===== src/rtl/matmul_tile_sequencer.sv =====
`default_nettype none
// ============================================================================
// Module      : matmul_tile_sequencer
// Description : Drives a K-tiled matrix multiply-accumulate through a single
//               MAC unit. Holds the running MxN accumulator, issues one A/B
//               tile per MAC transaction with C = accumulator, captures D
//               back and emits the final accumulator after the last tile.
// Revision    : 1.0 - initial release
// ============================================================================
module matmul_tile_sequencer #(
    parameter int M    = 2,
    parameter int N    = 2,
    parameter int K    = 2,
    parameter int P    = 8,
    parameter int KT_W = 8
) (
    input  logic                 clk_i,
    input  logic                 rst_i,
    // command
    input  logic                 cmd_valid_i,
    output logic                 cmd_ready_o,
    input  logic [KT_W-1:0]      cmd_ktiles_i,
    input  logic [M*N*4*P-1:0]   cmd_bias_i,
    // tile stream
    input  logic                 tile_valid_i,
    output logic                 tile_ready_o,
    input  logic [M*K*P-1:0]     tile_a_i,
    input  logic [K*N*P-1:0]     tile_b_i,
    // MAC input side
    output logic                 mac_valid_o,
    input  logic                 mac_ready_i,
    output logic [M*K*P-1:0]     mac_a_o,
    output logic [K*N*P-1:0]     mac_b_o,
    output logic [M*N*4*P-1:0]   mac_c_o,
    // MAC output side
    input  logic                 mac_valid_i,
    output logic                 mac_ready_o,
    input  logic [M*N*4*P-1:0]   mac_d_i,
    // final result
    output logic                 res_valid_o,
    input  logic                 res_ready_i,
    output logic [M*N*4*P-1:0]   res_d_o,
    // status
    output logic                 busy_o,
    output logic [KT_W-1:0]      tiles_done_o,
    output logic                 protocol_err_o
);

    localparam int c_a_w = M*K*P;
    localparam int c_b_w = K*N*P;
    localparam int c_c_w = M*N*4*P;

    typedef enum logic [1:0] {
        S_IDLE  = 2'd0,
        S_ISSUE = 2'd1,
        S_WAIT  = 2'd2,
        S_OUT   = 2'd3
    } state_t;

    state_t            r_state;
    state_t            w_state_nxt;
    logic [c_c_w-1:0]  r_acc;
    logic [KT_W-1:0]   r_remaining;
    logic [KT_W-1:0]   r_tiles_done;
    logic              r_protocol_err;

    logic              w_cmd_fire;
    logic              w_tile_fire;
    logic              w_d_fire;

    // Handshake events; each is only meaningful in its owning state.
    assign w_cmd_fire  = (r_state == S_IDLE)  && cmd_valid_i;
    assign w_tile_fire = (r_state == S_ISSUE) && tile_valid_i && mac_ready_i;
    assign w_d_fire    = (r_state == S_WAIT)  && mac_valid_i;

    assign busy_o         = (r_state != S_IDLE);
    assign tiles_done_o   = r_tiles_done;
    assign protocol_err_o = r_protocol_err;

    // State register.
    always_ff @(posedge clk_i) begin
        if (rst_i) begin
            r_state <= S_IDLE;
        end else begin
            r_state <= w_state_nxt;
        end
    end

    // Next-state logic and state-decoded outputs; ISSUE is a pure pass-through.
    always_comb begin
        w_state_nxt  = r_state;
        cmd_ready_o  = 1'b0;
        tile_ready_o = 1'b0;
        mac_valid_o  = 1'b0;
        mac_a_o      = '0;
        mac_b_o      = '0;
        mac_c_o      = '0;
        mac_ready_o  = 1'b0;
        res_valid_o  = 1'b0;
        res_d_o      = '0;
        case (r_state)
            S_IDLE: begin
                cmd_ready_o = 1'b1;
                if (cmd_valid_i) begin
                    w_state_nxt = (cmd_ktiles_i == '0) ? S_OUT : S_ISSUE;
                end
            end
            S_ISSUE: begin
                mac_valid_o  = tile_valid_i;
                tile_ready_o = mac_ready_i;
                mac_a_o      = tile_a_i;
                mac_b_o      = tile_b_i;
                mac_c_o      = r_acc;
                if (tile_valid_i && mac_ready_i) begin
                    w_state_nxt = S_WAIT;
                end
            end
            S_WAIT: begin
                mac_ready_o = 1'b1;
                if (mac_valid_i) begin
                    w_state_nxt = (r_remaining == '0) ? S_OUT : S_ISSUE;
                end
            end
            S_OUT: begin
                res_valid_o = 1'b1;
                res_d_o     = r_acc;
                if (res_ready_i) begin
                    w_state_nxt = S_IDLE;
                end
            end
            default: begin
                w_state_nxt = S_IDLE;
            end
        endcase
    end

    // Accumulator, tile counters and sticky error flag; D is stored bit-exact.
    always_ff @(posedge clk_i) begin
        if (rst_i) begin
            r_acc          <= '0;
            r_remaining    <= '0;
            r_tiles_done   <= '0;
            r_protocol_err <= 1'b0;
        end else begin
            if (w_cmd_fire) begin
                r_acc        <= cmd_bias_i;
                r_remaining  <= cmd_ktiles_i;
                r_tiles_done <= '0;
            end
            // Only entered with remaining >= 1, so this never wraps.
            if (w_tile_fire) begin
                r_remaining <= r_remaining - 1'b1;
            end
            if (w_d_fire) begin
                r_acc        <= mac_d_i;
                r_tiles_done <= r_tiles_done + 1'b1;
            end
            // A D result outside WAIT is dropped and flagged until reset.
            if (mac_valid_i && (r_state != S_WAIT)) begin
                r_protocol_err <= 1'b1;
            end
        end
    end

    // Operand widths are fixed by the parameters; keep them visibly tied.
    if (c_a_w <= 0 || c_b_w <= 0) begin : g_bad_params
        $error("matmul_tile_sequencer: invalid operand geometry");
    end

endmodule
`default_nettype wire


===== config.mk =====
export PLATFORM = sky130hd
export DESIGN_NAME = matmul_tile_sequencer
export DESIGN_NICKNAME = d
export VERILOG_FILES = /design/src/rtl/matmul_tile_sequencer.sv
export SDC_FILE = /design/constraint.sdc
export NUM_CORES = 1
export LEC_CHECK = 0
export CORE_AREA = 2 2 263 265
export DETAILED_ROUTE_END_ITERATION = 16
export DIE_AREA = 0 0 265 267
export GPL_TIMING_DRIVEN = 1
export PLACE_DENSITY_LB_ADDON = 0.25
export SLEW_MARGIN = 5
export SYNTH_ARGS = -nofsm -noshare
export SYNTH_HDL_FRONTEND = slang
export SYNTH_SLANG_ARGS = --single-unit

===== constraint.sdc =====
create_clock -name clk_i -period 2 [get_ports clk_i]
set_input_delay 0.2 -clock clk_i [delete_from_list [all_inputs] [get_ports clk_i]]
set_output_delay 0.2 -clock clk_i [all_outputs]
set_load 0.05 [all_outputs]

---- After elaboration in Yosys (flattened, before gate mapping) ----
Index checks and enable logic that the tools add are counted.
W data, S select, Z words.
word-level totals
  bits in registers ....................... 147
  bits of input ports ..................... 335
  output and inout bits ................... 335
  logic and storage cells ................. 50
operators by class
  $add $sub $neg .......................... 2
  eq/ne operators ......................... 8
  mux-type cells .......................... 22
  reductions and logical operators ........ 13
operator list
  cell                   count
  $mux W128              4
  $mux W32               2
  $mux W8                4
  $logic_not A8 Y1       2
  $mux W2                6
  $add A8 B1 Y8 const B  1
  $ne A2 B2 Y1 const B   4
  $pmux W2 S4            1
  $sub A8 B1 Y8 const B  1
  $logic_and A1 B1 Y1    6
  $reduce_bool A2 Y1     3
  $mux W1                5
  $eq A2 B2 Y1 const B   2
  $reduce_and A4 Y1      1
  $eq A2 B1 Y1 const B   1
  $logic_not A2 Y1       1
  $ne A2 B1 Y1 const B   1

---- Longest topological paths before layout ----
Gate-level depths: netlist (run 1).
  depth in word-level cells ............... 4
  depth in mapped cells ................... 6
  mapped depth without buffers ............ 6

---- Worst setup path before layout (run 1) ----
OpenSTA, ideal clock, no wires.
  path type ............................... reg-to-output
  start point ............................. reg r_state[0]
  end point ............................... out busy_o
  data arrival time ....................... 1.977 ns
  data required time ...................... 1.800 ns
  path slack .............................. -0.177 ns
  cell stages (with the launch flop) ...... 6
  path buffers ............................ 3
  path through ............................ dfxtp_1 buf_2 clkbuf_1 clkbuf_1 nor2_1 inv_1
on the way
  longest elaborated chain between the ends .. 1
RTL lines
  element                 line  text
  from (decl)             60    state_t r_state;
  from (signal assigned)  85    r_state <= w_state_nxt;
  $reduce_bool A2 Y1      76    assign busy_o = (r_state != S_IDLE);
  to (decl)               44    output logic busy_o,
No other way between the ends.

---- Worst setup path in the final report (run 1) ----
  start point ............................. reg r_state[0]
  end point ............................... out mac_b_o[3]
on the way
  longest elaborated chain between the ends .. 2
RTL lines
  element       line  text
  $eq A2 B1 Y1  101   case (r_state)
  $mux W32      101
  to (decl)     33    output logic [K*N*P-1:0] mac_b_o,
No other way between the ends.

==> results.yml, run 1 <==
run_status:
  status: "finished, violations left"
  violations: "setup timing"
floorplanning:
  coreArea_mm2: 0.0680
  die_y_um: 267
  die_width_um: 265
  die-area_mm2: 0.0708
  start_util_pct: 13.4
  num_io_pins: 670
  floorplan.rows: 96
synth:
  syn-cell-area_mm2: 0.00912
  async_flop_share_pct: 0
  yosys-top-cells-count: "267 x nand2_1, 196 x and2_1, 147 x dfxtp_1"
  synth_top_cell_area_share_pct: 32.3
  synth-edff-count: 0
  synth_area_leader_cell: "dfxtp_1"
  syn-num-nets: 1548
  synthTopCellsByArea: "dfxtp_1 32%, and2_1 13%, a311oi_2 12%, nand2_1 11%, and3_1 8.8%"
  ys_ff_latch: 147
  synth_most_common_cell: "nand2_1"
  ys.warnings.count: 0
  yosysSeqAreaShare_pct: 32.3
  postSynthAreaPerCell_um2: 7.53
  netlist-cell-type-count: 43
  synth_cells: 1211
  synth_ff_type: "dfxtp_1"
finish:
  final_design_area_no_fill_mm2: 0.0221
  area_growth_syn_to_layout_pct: 143
  nets: 2200
  multi_input_area_mm2: 0.00605
  fillers: 6947
  drive_above_1_share_pct: 37.3
  seq_area_mm2: 0.00295
sta:
  finalCritPeriodShare_pct: 101
  setup_viol: 11
  worstMarginPinSlew_ns: 0.547
  fin_ws_ns: -0.0109
  rsz0062_at_grt: "yes"
  max_freq_mhz: 497
  hold_viol: 0
  relSlewSlack_pct: 63.4
  finalClockSkew_ns: 0.00774
  period_needed_ns: 2.01
  maxSlewViolCount: 0
clock_network:
  clock_tree.root_cell: "clkbuf_16"
  cts_buffer_depth: 2
  cts_tree: "yes"
  h-tree-depth: 4
  numCtsBuffers: 17
  insertion_delay_ns: 0.47
  clk_pin_slew_ns: 0.07
  cts_sinks: 147
critical_path:
  r2r_cells: 8
  crit_fanout: 7
  start_kind: "flip-flop"
  arrival_ns: 1.81
  path_class: "reg2out"
  worstPathRequired_ns: 1.80
  reg2reg_to: "r_acc[91]$_SDFFE_PP0P_"
  end_kind: "output port"
  r2r_slack_ns: 0.02
  r2r_start: "r_state[0]$_SDFFE_PP0P_"
routing:
  dr_total_vias: 11756
  drcViolationCount: 0
  viasPerCell: 4.24
  first_pass_iters: 5
  ant_nets: 0
  finalWirelength_mm: 63.2
  drt-initial-drc-count: 723
  routedWlPerCell_um: 22.8
grt:
  grt_pass1_wl_mm: 86.2
  grt_max_degree: 72
  antenna_found_initial: 19
  overflow: 0
  grt_pass1_vias: 12048
  grtUsageTotal_pct: 16.9
hold_path:
  holdPathStages: 2
  hp-start: "rst_i"
  min_path_type: "in2reg"
  hold-path-endpoint: "tiles_done_o[7]$_SDFFE_PP0P_"
placement:
  pre_cts_ws_ns: 0.0106
  io_buffers: 669
  hpwl_mm: 45.6
  place_area_mm2: 0.0204
  gp_congestion: 0.874
pwr:
  peakVddDrop_uv: 495
  p_per_area_mw_per_mm2: 494
  leakage_uw: 0.00885
job:
  maxCapViolCount: 0
## per-layer routing
| layer | up-vias | routed length [um] | share of wire, % | GRT usage, % |
|---|---|---|---|---|
| li1 | 5483 | - | - | - |
| met1 | 5720 | 23800 | 38 | 17.7 |
| met4 | 0 | 2750 | 4.3 | 8.25 |
| met3 | 72 | 3820 | 6.0 | 4.47 |
| met2 | 481 | 32900 | 52 | 31.0 |
| met5 | - | 0 | 0 | 0 |
## flip-flops by register name (all words and copies together), names as in the netlist
| register | flops |
|---|---|
| r_remaining | 8 |
| tiles_done_o | 8 |
| r_acc | 128 |
| protocol_err_o | 1 |
| r_state | 2 |
## metrics by stage
step	total power, uW	setup TNS, ns	util, %	cells	hold slack [ns]
2_1_floorplan	4900	0	-	1211	0.336
3_3_place_gp	6960	0	30.0	2693	0.462
3_5_place_dp	6990	0	30.0	2693	0.472
4_1_cts	11000	-8.92	32.1	2751	0.0695
5_1_grt	11400	-12.92	32.5	2765	0.114
6_report	10900	-0.0632	32.5	2771	0.124
## cells in the final DEF (no fill, tap or decap), drive strengths merged, types with 5 or more instances in the layout
cell,count
a21oi,13
a311oi,129
and2,196
and3,128
buf,421
clkbuf,26
clkdlybuf4s50,334
dfxtp,147
diode,14
inv,5
nand2,267
nor2,140
o211ai,5
o21ai,5
## worst max path at each step
stage	from	endpoint	slack, ns	cells past startpoint
3_3_place_gp	cmd_valid_i	r_acc[20]$_SDFFE_PP0P_	0.02	6
6_report	r_state[0]$_SDFFE_PP0P_	mac_b_o[3]	-0.01	7
3_5_place_dp	cmd_valid_i	r_acc[23]$_SDFFE_PP0P_	0.01	6
2_1_floorplan	r_state[0]$_SDFFE_PP0P_	busy_o	0.14	5
5_1_grt	r_state[0]$_SDFFE_PP0P_	mac_b_o[3]	-0.10	7
4_1_cts	r_state[0]$_SDFFE_PP0P_	mac_b_o[3]	-0.09	7
## report_power, final
group	switching, uW	total, uW	internal [uW]
Sequential	194	3350	3150
Clock	1480	3500	2010
Combinational	2000	4090	2090
Total	3680	10900	7250
## logic make-up (layout without fill, tap and decap cells)
| kind of cell | after synthesis | after routing | share of synthesized area, % |
|---|---|---|---|
| flip-flops | 147 | 147 | 32.3 |
| adder cells (fa/ha/maj) | 2 | 2 | 0.274 |
| AND/OR/NAND/NOR | 762 | 762 | 41.3 |
| AO/OA/AOI/OAI | 166 | 166 | 19.8 |
| other | 0 | 14 | 0 |
| buffers and inverters | 133 | 797 | 6.20 |
| multiplexers | 1 | 1 | 0.123 |
## worst max-delay path, stage by stage, from the launching register on
cell and delay (ns):
dfxtp_4 0.35, inv_2 0.05, nor2_4 0.13, buf_6 0.12, buf_12 0.17, buf_8 0.15, and2_4 0.21, buf_12 0.15
## area by class of cell
class                   instances  share of cell area, %
flip-flops and latches        147                   13.3
clock buffers                  21                   2.08
well taps                     882                   4.99
repair buffers                761                   51.4
clock inverters                10                  0.600
inverters                       5                 0.0848
multi-input cells             931                   27.4
diodes                         14                  0.158
## timing repair
item / in CTS / in global routing
cloned: 10 / 5
buffers inserted: 18 / 1
pin swaps: 15 / 16
hold buffers: 0 / 0
endpoints found under the setup margin: 278 / 389
gates resized for setup: 186 / 29
Note: power is estimated with default switching activity, not from simulation.
==> inputs of run 2 (changes only) <==
Settings changed: ABC_AREA set to 1, CAP_MARGIN set to 20.
==> run 2 against run 1 <==
Effect of this change:
- clock power decreased by 5%
- combinational power increased by 130%
- cell count increased by 16%
- the run now ends clean
- largest power group unchanged
- largest cell class unchanged
- total power increased by 50%
- hold slack improved by 0.23 ns
- routed wire length decreased by 16%
- register-to-register slack improved by 0.29 ns
==> results.yml, run 2 <==
pwr:
  leakage_uw: 0.00882
  seq_power_share_pct: 22.9
  combPwrFrac_pct: 56.7
  power_switching_share_pct: 45.2
  clock_power_share_pct: 20.3
  p_per_area_mw_per_mm2: 745
  peakVddDrop_uv: 565
  p_int_uw: 8950
  power_switching_uw: 7390
finish:
  max_flop_register: "r_acc"
  final_design_area_no_fill_mm2: 0.0219
  drive_above_1_share_pct: 25.4
  diodes: 0
  final_cell_mix: "683 x nand2_1, 339 x buf_12, 333 x clkdlybuf4s50_1"
  largest_register_ffs: 128
  final_common_cell: "nand2_1"
  layoutNonFillerInstCount: 3228
  nets: 2670
  area_growth_syn_to_layout_pct: 140
synth:
  synth_top_cell_area_share_pct: 32.2
  async_flop_share_pct: 0
  yosysSeqAreaShare_pct: 32.2
  synth_ff_type: "dfxtp_1"
  synthTopCellsByArea: "dfxtp_1 32%, nand2_1 28%, nor2_1 14%, inv_1 9.0%, a21oi_1 7.8%"
  ys.warnings.count: 0
  synth_most_common_cell: "nand2_1"
  synth_area_leader_cell: "dfxtp_1"
  synth-edff-count: 0
  syn-cell-area_mm2: 0.00913
  postSynthAreaPerCell_um2: 5.38
  syn-num-nets: 2033
  netlist-cell-type-count: 22
  yosys-top-cells-count: "685 x nand2_1, 351 x nor2_1, 219 x inv_1"
  synth_cells: 1696
  ys_ff_latch: 147
clock_network:
  numCtsBuffers: 17
  cts_sinks: 147
  cts_buffer_depth: 2
  cts_tree: "yes"
  h-tree-depth: 4
  clock_tree.root_cell: "clkbuf_16"
  insertion_delay_ns: 0.49
  clk_pin_slew_ns: 0.07
hold_path:
  min_path_type: "in2reg"
sta:
  max_freq_mhz: 516
  hold_viol: 0
  maxSlewViolCount: 0
  worstMarginPinSlew_ns: 0.600
  rsz0062_at_grt: "yes"
  finalCritPeriodShare_pct: 96.9
  period_needed_ns: 1.94
  relSlewSlack_pct: 60.0
  finalClockSkew_ns: 0.0114
  setup_viol: 0
routing:
  drt-initial-drc-count: 473
  finalWirelength_mm: 53.0
  routedWlPerCell_um: 16.4
  drcViolationCount: 0
  ant_nets: 0
  viasPerCell: 3.83
  first_pass_iters: 5
  dr_total_vias: 12371
grt:
  grtUsageMet1_pct: 16.4
  grt_max_degree: 67
  grtUsageTotal_pct: 14.7
  met2_usage_pct: 26.1
  busiest_layer: "met2"
  antenna_found_initial: 2
  grt_use_met3_pct: 5.05
  overflow: 0
  grt_pass1_wl_mm: 77.9
  grt_pass1_vias: 12788
critical_path:
  crit_fanout: 19
  end_kind: "output port"
  start_kind: "flip-flop"
  path_class: "reg2out"
  arrival_ns: 1.74
  worstPathRequired_ns: 1.80
floorplanning:
  die-area_mm2: 0.0708
  die_y_um: 267
  num_io_pins: 670
  floorplan.rows: 96
  die_width_um: 265
  start_util_pct: 13.4
  coreArea_mm2: 0.0680
placement:
  place_area_mm2: 0.0202
  io_buffers: 669
  hpwl_mm: 40.1
  dpl.cell_count: 3184
  gp_congestion: 0.882
job:
  maxCapViolCount: 0
run_status:
  status: "finished, final reports clean"
## run 2: cell types whose count changed after synthesis, moves of 128 or more
| cell | delta |
|---|---|
| a21oi_1 | +130 |
| and3_1 | -128 |
| and2_1 | -196 |
| nand2_1 | +418 |
| inv_1 | +215 |
| nor2_1 | +212 |
## run 2: worst paths after layout
check / startpoint / to / slack (ns) / cells past startpoint
setup / recovery: r_state[0]$_SDFFE_PP0P_ / mac_a_o[0] / 0.06 / 6
hold / removal: cmd_bias_i[4] / r_acc[4]$_SDFFE_PP0P_ / 0.35 / 5
setup reg to reg: r_state[0]$_SDFFE_PP0P_ / r_remaining[7]$_SDFFE_PP0P_ / 0.31 / 9
hold reg to reg: r_acc[96]$_SDFFE_PP0P_ / r_acc[96]$_SDFFE_PP0P_ / 0.46 / 2
## run 2: kinds of logic (layout without fill, tap and decap cells)
family,after synthesis,in the layout,share of synthesized area [%]
and+or+nand+nor,1060,1060,44.1
adders and majority gates,2,2,0.274
AOI/OAI and AO/OA,159,159,8.73
DFF,147,147,32.2
buffers and inverters,328,978,14.6
## run 2: critical path, cell delays in order (launching register included)
cell     delay [ns]
dfxtp_4        0.37
buf_6          0.13
nand2_8        0.07
buf_12         0.16
buf_16         0.18
nor2_2         0.15
buf_12         0.15
## run 2: metrics by stage
stage / hold WS [ns] / setup slack (ns) / setup TNS (ns) / power, uW / util, %
global placement: 0.452 / 0.0903 / 0 / 12000 / 29.7
floorplan: 0.345 / 0.185 / 0 / 8030 / -
detailed placement: 0.454 / 0.0815 / 0 / 12100 / 29.7
global route: 0.343 / -0.0268 / -0.367 / 17300 / 32.3
finish: 0.354 / 0.0622 / 0 / 16300 / 32.3
CTS: 0.306 / -0.0362 / -0.506 / 16500 / 32.0
## run 2: what timing repair did
item,CTS,global route
gates cloned,8,0
pin swaps,1,1
endpoints found under the setup margin,229,148
setup buffers,3,0
resized for setup,208,62
endpoints found under the hold margin,10,0
hold buffers,1,0
## run 2: area by class of cell
cell class | count | area, um^2
clock buffer | 18 | 429
clock inverter | 14 | 145
fill | 7242 | 46000
inverter | 222 | 843
multi-input combinational | 1221 | 5710
sequential | 147 | 2950
tap | 882 | 1100
timing repair buffer | 724 | 10800
## run 2: routing by layer
metal	up-vias	part of all wire, %
met1	5616	40
met3	44	7.7
met4	4	1.7
met2	444	51
li1	6263	-
met5	-	0.049
## run 2: power groups by stage
stage / Clock, uW / Combinational (uW) / Sequential (uW)
after floorplan: 0 / 4320 / 3710
after global placement: 0 / 8230 / 3790
after detailed placement: 0 / 8280 / 3800
after CTS: 3470 / 9290 / 3740
after global routing: 3590 / 9940 / 3810
final: 3320 / 9270 / 3750
==> inputs of run 3 (changes only) <==
Settings changed: CAP_MARGIN 20 to 15, MAX_ROUTING_LAYER set to met4.
==> run 3 against run 2 <==
Effect of this change:
- hold slack lost 0.0021 ns
- largest cell class unchanged
- total power is essentially flat
- register-to-register slack is essentially flat
- sequential power is essentially flat
==> results.yml, run 3 (synthesis gave the netlist of run 2 again) <==
hold_path:
  hold-path-endpoint: "r_acc[4]$_SDFFE_PP0P_"
  min_path_type: "in2reg"
  holdPathStages: 5
  hp-start: "cmd_bias_i[4]"
sta:
  worstMarginPinSlew_ns: 0.597
  relSlewSlack_pct: 60.1
  finalClockSkew_ns: 0.0132
  max_freq_mhz: 516
  maxSlewViolCount: 0
  period_needed_ns: 1.94
  hold_viol: 0
  rsz0062_at_grt: "yes"
  hold_slack_ns: 0.352
  setup_viol: 0
  finalCritPeriodShare_pct: 96.8
routing:
  first_pass_iters: 5
  routedWlPerCell_um: 16.4
  dr_total_vias: 12391
  drt-initial-drc-count: 533
  finalWirelength_mm: 53.0
  drcViolationCount: 0
  viasPerCell: 3.84
  ant_nets: 0
placement:
  hpwl_mm: 40.1
  io_buffers: 669
  place_area_mm2: 0.0202
  gp_congestion: 0.896
floorplanning:
  die-area_mm2: 0.0708
  floorplan.rows: 96
  num_io_pins: 670
  die_width_um: 265
  coreArea_mm2: 0.0680
  die_y_um: 267
  start_util_pct: 13.4
pwr:
  clock_power_share_pct: 20.4
  p_int_uw: 8950
  combPwrFrac_pct: 56.7
  p_per_area_mw_per_mm2: 745
  power_switching_share_pct: 45.2
  peakVddDrop_uv: 568
  power_switching_uw: 7390
  leakage_uw: 0.00882
  seq_power_share_pct: 22.9
job:
  maxCapViolCount: 0
grt:
  grt_max_degree: 67
  overflow: 0
  grt_pass1_wl_mm: 77.7
  antenna_found_initial: 2
  grtUsageTotal_pct: 15.1
  grt_pass1_vias: 12812
finish:
  nets: 2670
  final_design_area_no_fill_mm2: 0.0219
  largest_register_ffs: 128
  drive_above_1_share_pct: 25.4
  final_cell_mix: "683 x nand2_1, 339 x buf_12, 333 x clkdlybuf4s50_1"
  final_common_cell: "nand2_1"
  area_growth_syn_to_layout_pct: 140
  max_flop_register: "r_acc"
critical_path:
  arrival_ns: 1.74
  crit_top_cell: "buf_12"
  r2r_start: "r_state[0]$_SDFFE_PP0P_"
  path_delay_family: "buffers and inverters"
  slowest_delay_ns: 0.37
  end_kind: "output port"
  path_buf_inv: 4
  start_kind: "flip-flop"
  crit_chain: "buf_6, nand2_8, buf_12, buf_16, nor2_2, buf_12"
  r2r_cells: 9
  worstPathRequired_ns: 1.80
  path_class: "reg2out"
  cp_slowest_cell: "dfxtp_4"
  r2r_slack_ns: 0.31
  crit_fanout: 19
  reg2reg_to: "r_remaining[7]$_SDFFE_PP0P_"
run_status:
  status: "finished, final reports clean"
clock_network:
  clk_pin_slew_ns: 0.07
  h-tree-depth: 4
  clock_tree.root_cell: "clkbuf_16"
  cts_buffer_depth: 2
  numCtsBuffers: 17
  cts_tree: "yes"
  cts_sinks: 147
  insertion_delay_ns: 0.49
-- run 3: cell count changes in the layout (fill, tap and decap cells not counted) --
| cell | previous run | this run |
|---|---|---|
| diode_2 | 0 | 3 |
| nor2_1 | 186 | 188 |
| nor2_2 | 85 | 83 |
-- run 3: final cells by class --
| type | count | area [um^2] |
|---|---|---|
| clock inverter | 14 | 145 |
| antenna | 3 | 7.51 |
| clock buffer | 18 | 429 |
| fill | 7241 | 46000 |
| inverter | 222 | 843 |
| timing repair buffer | 724 | 10800 |
| tap | 882 | 1100 |
| multi-input combinational | 1221 | 5710 |
| sequential | 147 | 2950 |
-- run 3: stage by stage --
| stage | total power, uW | util, % | std cells | setup slack [ns] | setup TNS (ns) |
|---|---|---|---|---|---|
| after floorplan | 8030 | - | 1696 | 0.185 | 0 |
| after CTS | 16500 | 32.0 | 3228 | -0.0362 | -0.506 |
| after global placement | 12000 | 29.7 | 3184 | 0.0903 | 0 |
| final | 16300 | 32.3 | 3231 | 0.0638 | 0 |
| after detailed placement | 12100 | 29.7 | 3184 | 0.0815 | 0 |
| after global routing | 17300 | 32.3 | 3230 | -0.0257 | -0.327 |
-- run 3: worst max path at each step --
| stage | startpoint | endpoint | slack (ns) | cells after the start |
|---|---|---|---|---|
| floorplan | r_state[0]$_SDFFE_PP0P_ | mac_c_o[117] | 0.19 | 4 |
| global placement | mac_valid_i | r_acc[29]$_SDFFE_PP0P_ | 0.09 | 9 |
| detailed placement | mac_valid_i | r_acc[29]$_SDFFE_PP0P_ | 0.08 | 9 |
| CTS | r_state[0]$_SDFFE_PP0P_ | mac_b_o[24] | -0.04 | 6 |
| global route | r_state[0]$_SDFFE_PP0P_ | mac_c_o[93] | -0.03 | 6 |
| finish | r_state[0]$_SDFFE_PP0P_ | mac_a_o[0] | 0.06 | 6 |
-- run 3: routing by layer --
| metal | track usage, % | vias up | wire length, um |
|---|---|---|---|
| met3 | 5.02 | 40 | 4070 |
| met1 | 16.5 | 5637 | 21200 |
| met5 | - | - | 0 |
| li1 | - | 6269 | - |
| met2 | 26.0 | 445 | 26800 |
| met4 | 4.46 | 0 | 940 |
-- run 3: timing repair --
item / 4_1_cts / 5_1_grt
pin swaps: 1 / 1
gates resized for setup: 208 / 60
endpoints found under the setup margin: 229 / 143
cloned: 8 / 0
setup buffers: 3 / 0
endpoints found under the hold margin: 10 / 0
hold buffers: 1 / 0
-- run 3: power groups by stage --
stage	combinational (uW)	clock [uW]	sequential, uW
after floorplan	4320	0	3710
after global placement	8230	0	3790
after detailed placement	8280	0	3800
after CTS	9290	3470	3740
after global routing	9930	3600	3810
final	9270	3330	3750
-- run 3: worst min-delay path, stage by stage --
cell and delay [ns]:
clkdlybuf4s50_1 0.39, nand2_1 0.06, nand2_1 0.04, nand2_1 0.05
a21oi_1 0.05
==> variant 1, RTL diff (settings of run 1) <==
Set the parameter `M` to 1 (it was 2).
--- a/src/rtl/matmul_tile_sequencer.sv
+++ b/src/rtl/matmul_tile_sequencer.sv
@@ -8,7 +8,7 @@
 // Revision    : 1.0 - initial release
 // ============================================================================
 module matmul_tile_sequencer #(
-    parameter int M    = 2,
+    parameter int M    = 1,
     parameter int N    = 2,
     parameter int K    = 2,
     parameter int P    = 8,
Ports: changed (6 resized); port bits go from 670 to 382. The function was not compared with the original's and may differ.
==> variant 1 against run 1 <==
  * Die area unchanged
  * Sequential cell count down 64
  * Final area down 45%
  * Worst setup slack better by 0.098 ns
  * Final cell count down 30%
  * First-iteration DRC count down 55%
  * Area after synthesis down 46%
  * Wire length down 47%
  * Total power down 41%
  * Core utilization down 15 points
  * Critical path type unchanged
  * Highest routed layer is now met5
==> variant 1: results <==
[drt]
post_drt_wl_per_cell_um = 17.2
drtPass1Iterations = 7
first_iter_violations = 325
post_drt_via_cell_ratio = 3.37

[status]
status = completed

[layout]
layoutNonFillerInstCount = 1932
largest_reg_flops = 64
share_of_layout_cells_above_drive_strength_1_pct = 22.9

[setup_path]
crit-reg2reg-launch = r_remaining[0]
worstPathArrival_ns = 1.71
critical-path-slowest-cell = sky130_fd_sc_hd__clkdlybuf4s50_1
r2r_cells = 5
startpoint = tiles_done_o[2]
rrSetupSlack_ns = 0.24
critical-path-max-stage-delay_ns = 0.87

[cts]
skew_pair_late_insertion_delay_ns = 0.39

[timing]
clock_skew_ns = 0.0163
whs_ns = 0.148
timing.slew.headroom_pct = 64.9

[synth]
ys_top_cells_by_count = sky130_fd_sc_hd__nand2_1, sky130_fd_sc_hd__and2_1, sky130_fd_sc_hd__dfxtp_1, sky130_fd_sc_hd__and3_1, sky130_fd_sc_hd__nor2_1
netlist-cell-type-count = 41
synthesis.nets = 881

[grt]
grt_max_degree = 63
gr-usage-all-layers_pct = 9.09
initial_antenna_violation_count = 11
global_route_wire_length_before_repair_mm = 46.5

[place]
dpl_cell_area_mm2 = 0.0117
gp_congestion = 0.740
dp_slack_ns = 0.0750
buffer_ports.inserted = 381

[power]
leakage_nw = 4.64
ir_drop_v = 0.000435
[variant 1: changes by cell type in the layout (fill, tap and decap cells not counted), sizes merged, moves of 81 or more]
| cell | before | now |
|---|---|---|
| a311oi | 129 | 48 |
| and2 | 196 | 115 |
| buf | 421 | 215 |
| clkdlybuf4s50 | 334 | 197 |
| nand2 | 267 | 137 |
| nor2 | 140 | 52 |
[variant 1: cells by family after synthesis]
family          count (synthesis)  synth area share, %
buf+inv                        79                 6.46
flops                          83                 33.5
compound gates                122                 17.9
simple gates                  401                 41.4
fa+ha+maj                       2                0.505
mux                             1                0.202
[variant 1: layer usage]
layer	up-vias	wire (um)	track usage (%)
met5	-	69	0
met4	12	393	2.44
met3	30	3860	4.61
met2	304	15300	14.5
met1	3074	13600	10.7
li1	3100	-	-
[variant 1: what timing repair did]
| action | in CTS | in global routing |
|---|---|---|
| setup endpoints to repair | 100 | 45 |
| resized for setup | 4 | 4 |
| buffers inserted | 3 | 0 |
| cloned | 2 | 1 |
| endpoints found under the hold margin | 0 | 0 |
[variant 1: power breakdown]
part	total [mW]	internal [mW]	switching (mW)
clock	2.15	1.23	0.916
combinational	2.41	1.15	1.26
sequential	1.90	1.79	0.114
total	6.46	4.17	2.29
[variant 1: worst reg2reg max path, cell delays in order (launching register included)]
cell                      delay, ns
sky130_fd_sc_hd__dfxtp_1       0.32
sky130_fd_sc_hd__inv_1         0.09
sky130_fd_sc_hd__ha_1          0.18
sky130_fd_sc_hd__or4b_1        0.48
sky130_fd_sc_hd__o41a_1        0.33
sky130_fd_sc_hd__nor4_1        0.26
[variant 1: worst max path at each step]
stage	slack, ns	end	cells after the start
after global routing	0.003	mac_c_o[59]	5
after CTS	0.01	tiles_done_o[3]	1
after detailed placement	0.07	tiles_done_o[7]	5
after global placement	0.04	tiles_done_o[5]	5
final	0.09	tiles_done_o[2]	1
after floorplan	0.28	mac_a_o[0]	4
[variant 1: cell type report]
type / instances / area (um^2)
flip-flops and latches: 83 / 1670
inverters: 8 / 30.0
fillers: 7580 / 55800
repair buffers: 414 / 6040
clock inverters: 7 / 123
diodes: 3 / 7.51
clock buffers: 9 / 225
multi-input cells: 526 / 2990
well taps: 882 / 1100
[variant 1: metrics by stage]
stage | util (%) | total power, mW
after CTS | 17.9 | 6.63
final | 17.9 | 6.46
after global placement | 17.2 | 4.29
after global routing | 17.9 | 6.83
after floorplan | - | 2.92
after detailed placement | 17.2 | 4.31
==> variant 2, RTL diff (config.mk and constraints of run 1) <==
Made on the original files. Reset style: asynchronous (`rst_i`), changed in 2 clocked blocks.
--- a/src/rtl/matmul_tile_sequencer.sv
+++ b/src/rtl/matmul_tile_sequencer.sv
@@ -78,7 +78,7 @@
     assign protocol_err_o = r_protocol_err;
 
     // State register.
-    always_ff @(posedge clk_i) begin
+    always_ff @(posedge clk_i or posedge rst_i) begin
         if (rst_i) begin
             r_state <= S_IDLE;
         end else begin
@@ -135,7 +135,7 @@
     end
 
     // Accumulator, tile counters and sticky error flag; D is stored bit-exact.
-    always_ff @(posedge clk_i) begin
+    always_ff @(posedge clk_i or posedge rst_i) begin
         if (rst_i) begin
             r_acc          <= '0;
             r_remaining    <= '0;
Formal check against the unedited RTL: differs if rst_i is asserted again (counterexample within 4 cycles, from zero or initial values and one cycle with rst_i high); with rst_i held inactive, the same outputs for 4 cycles.
==> variant 2 against run 1 <==
  * The run still ends with setup timing left
  * First-iteration DRC count shrank 17%
  * Worst setup slack lost 0.16 ns
  * Wire length grew 4.7%
  * Sequential cell count is the same
  * Non-clock buffer count grew 74
  * Area after synthesis shrank 0.82%
  * Count of clock-buffer cells in the layout shrank 2
  * Final area grew 7.4%
  * Critical path depth shrank 1
Power is left out: it rests on default switching activity, and per cell area and clock period it moved more than threefold.
==> variant 2: results <==
[drt]
first_iter_violations = 600
met2_wirelength_mm = 32.2
m1WireLength_mm = 27.0
post_drt_wl_per_cell_um = 23.4
top_signal_layer_used = met5

[setup_path]
critical-path-max-stage-delay_ns = 0.52

[synth]
seq_area_frac_synth_pct = 40.7
synth_compound_area_share_pct = 11.0
post_synth_fa_ha_maj_area_fraction_pct = 0.415
syn-mean-instance-area_um2 = 7.65
synth_area_leaders = sky130_fd_sc_hd__dfrtp_1, sky130_fd_sc_hd__and2_1, sky130_fd_sc_hd__nand2_1
synth.top_cell.area_share_pct = 40.7

[place]
dp_hpwl_mm = 40.5
gp_congestion = 0.881
dp_slack_ns = 0.0595
dpl_cell_area_mm2 = 0.0203

[grt]
use_met3_pct = 5.30
gr-usage-all-layers_pct = 15.5
via_count_of_the_first_global_routing_pass = 11700
global_route.usage.met1_pct = 17.6
grt_util_met2_pct = 26.9
global_route_wire_length_before_repair_mm = 80.2
grt_max_degree = 66
initial_antenna_violation_count = 10

[status]
status = finished, violations left
failed_checks = setup timing

[layout]
layoutNonFillerInstCount = 2825
share_of_layout_cells_above_drive_strength_1_pct = 41.2
num-nets-final = 2264

[timing]
layout_min_cycle_time_ns = 2.17
clock_skew_ns = 0.00895
final_setup_violation_count = 382
setup_ws_ns = -0.174
worst_pin_slew_ns = 0.612
[variant 2: changes by cell type in the layout (fill, tap and decap cells not counted), moves of 49 or more]
| cell | run 1 | this run |
|---|---|---|
| sky130_fd_sc_hd__a311oi_1 | 58 | 0 |
| sky130_fd_sc_hd__dfxtp_1 | 145 | 0 |
| sky130_fd_sc_hd__a311oi_2 | 71 | 0 |
| sky130_fd_sc_hd__dfrtp_1 | 0 | 145 |
| sky130_fd_sc_hd__and3_1 | 122 | 73 |
| sky130_fd_sc_hd__and3_4 | 4 | 56 |
| sky130_fd_sc_hd__a31oi_1 | 3 | 129 |
[variant 2: area by class of cell]
class                      instances  area, um^2
timing repair buffer             835       12600
inverter                           6        26.3
clock buffer                      19         453
fill                            6795       44200
sequential                       147        3690
clock inverter                    13         139
multi-input combinational        919        5710
tap                              882        1100
antenna                            4        10.0
[variant 2: final timing paths]
path / end / depth (start not counted) / slack (ns) / start
max: mac_c_o[0] / 6 / -0.17 / r_state[0]
max reg2reg: r_acc[77] / 10 / -0.09 / r_state[1]
min reg2reg: protocol_err_o / 1 / 0.49 / protocol_err_o
min in group asynchronous: r_acc[22] / 3 / 0.56 / rst_i
max in group asynchronous: r_acc[56] / 5 / 0.76 / rst_i
min: r_acc[117] / 3 / 0.26 / cmd_bias_i[117]
[variant 2: tightest hold or removal path: cells and delay by family]
kind,cells,cell delay (ns)
simple gates,1,0.05
buf+inv,1,0.39
compound gates,1,0.07
[variant 2: timing repair]
action | CTS | global route
hold buffers | 1 | 0
setup endpoints to repair | 329 | 464
gates cloned | 11 | 49
setup buffers | 16 | 30
pin swaps | 39 | 103
endpoints found under the hold margin | 4 | 0
gates resized for setup | 163 | 204
[variant 2: cell families after synthesis]
family,Yosys count
compound gates,151
fa+ha+maj,3
buf+inv,119
flops,147
mux,7
simple gates,755
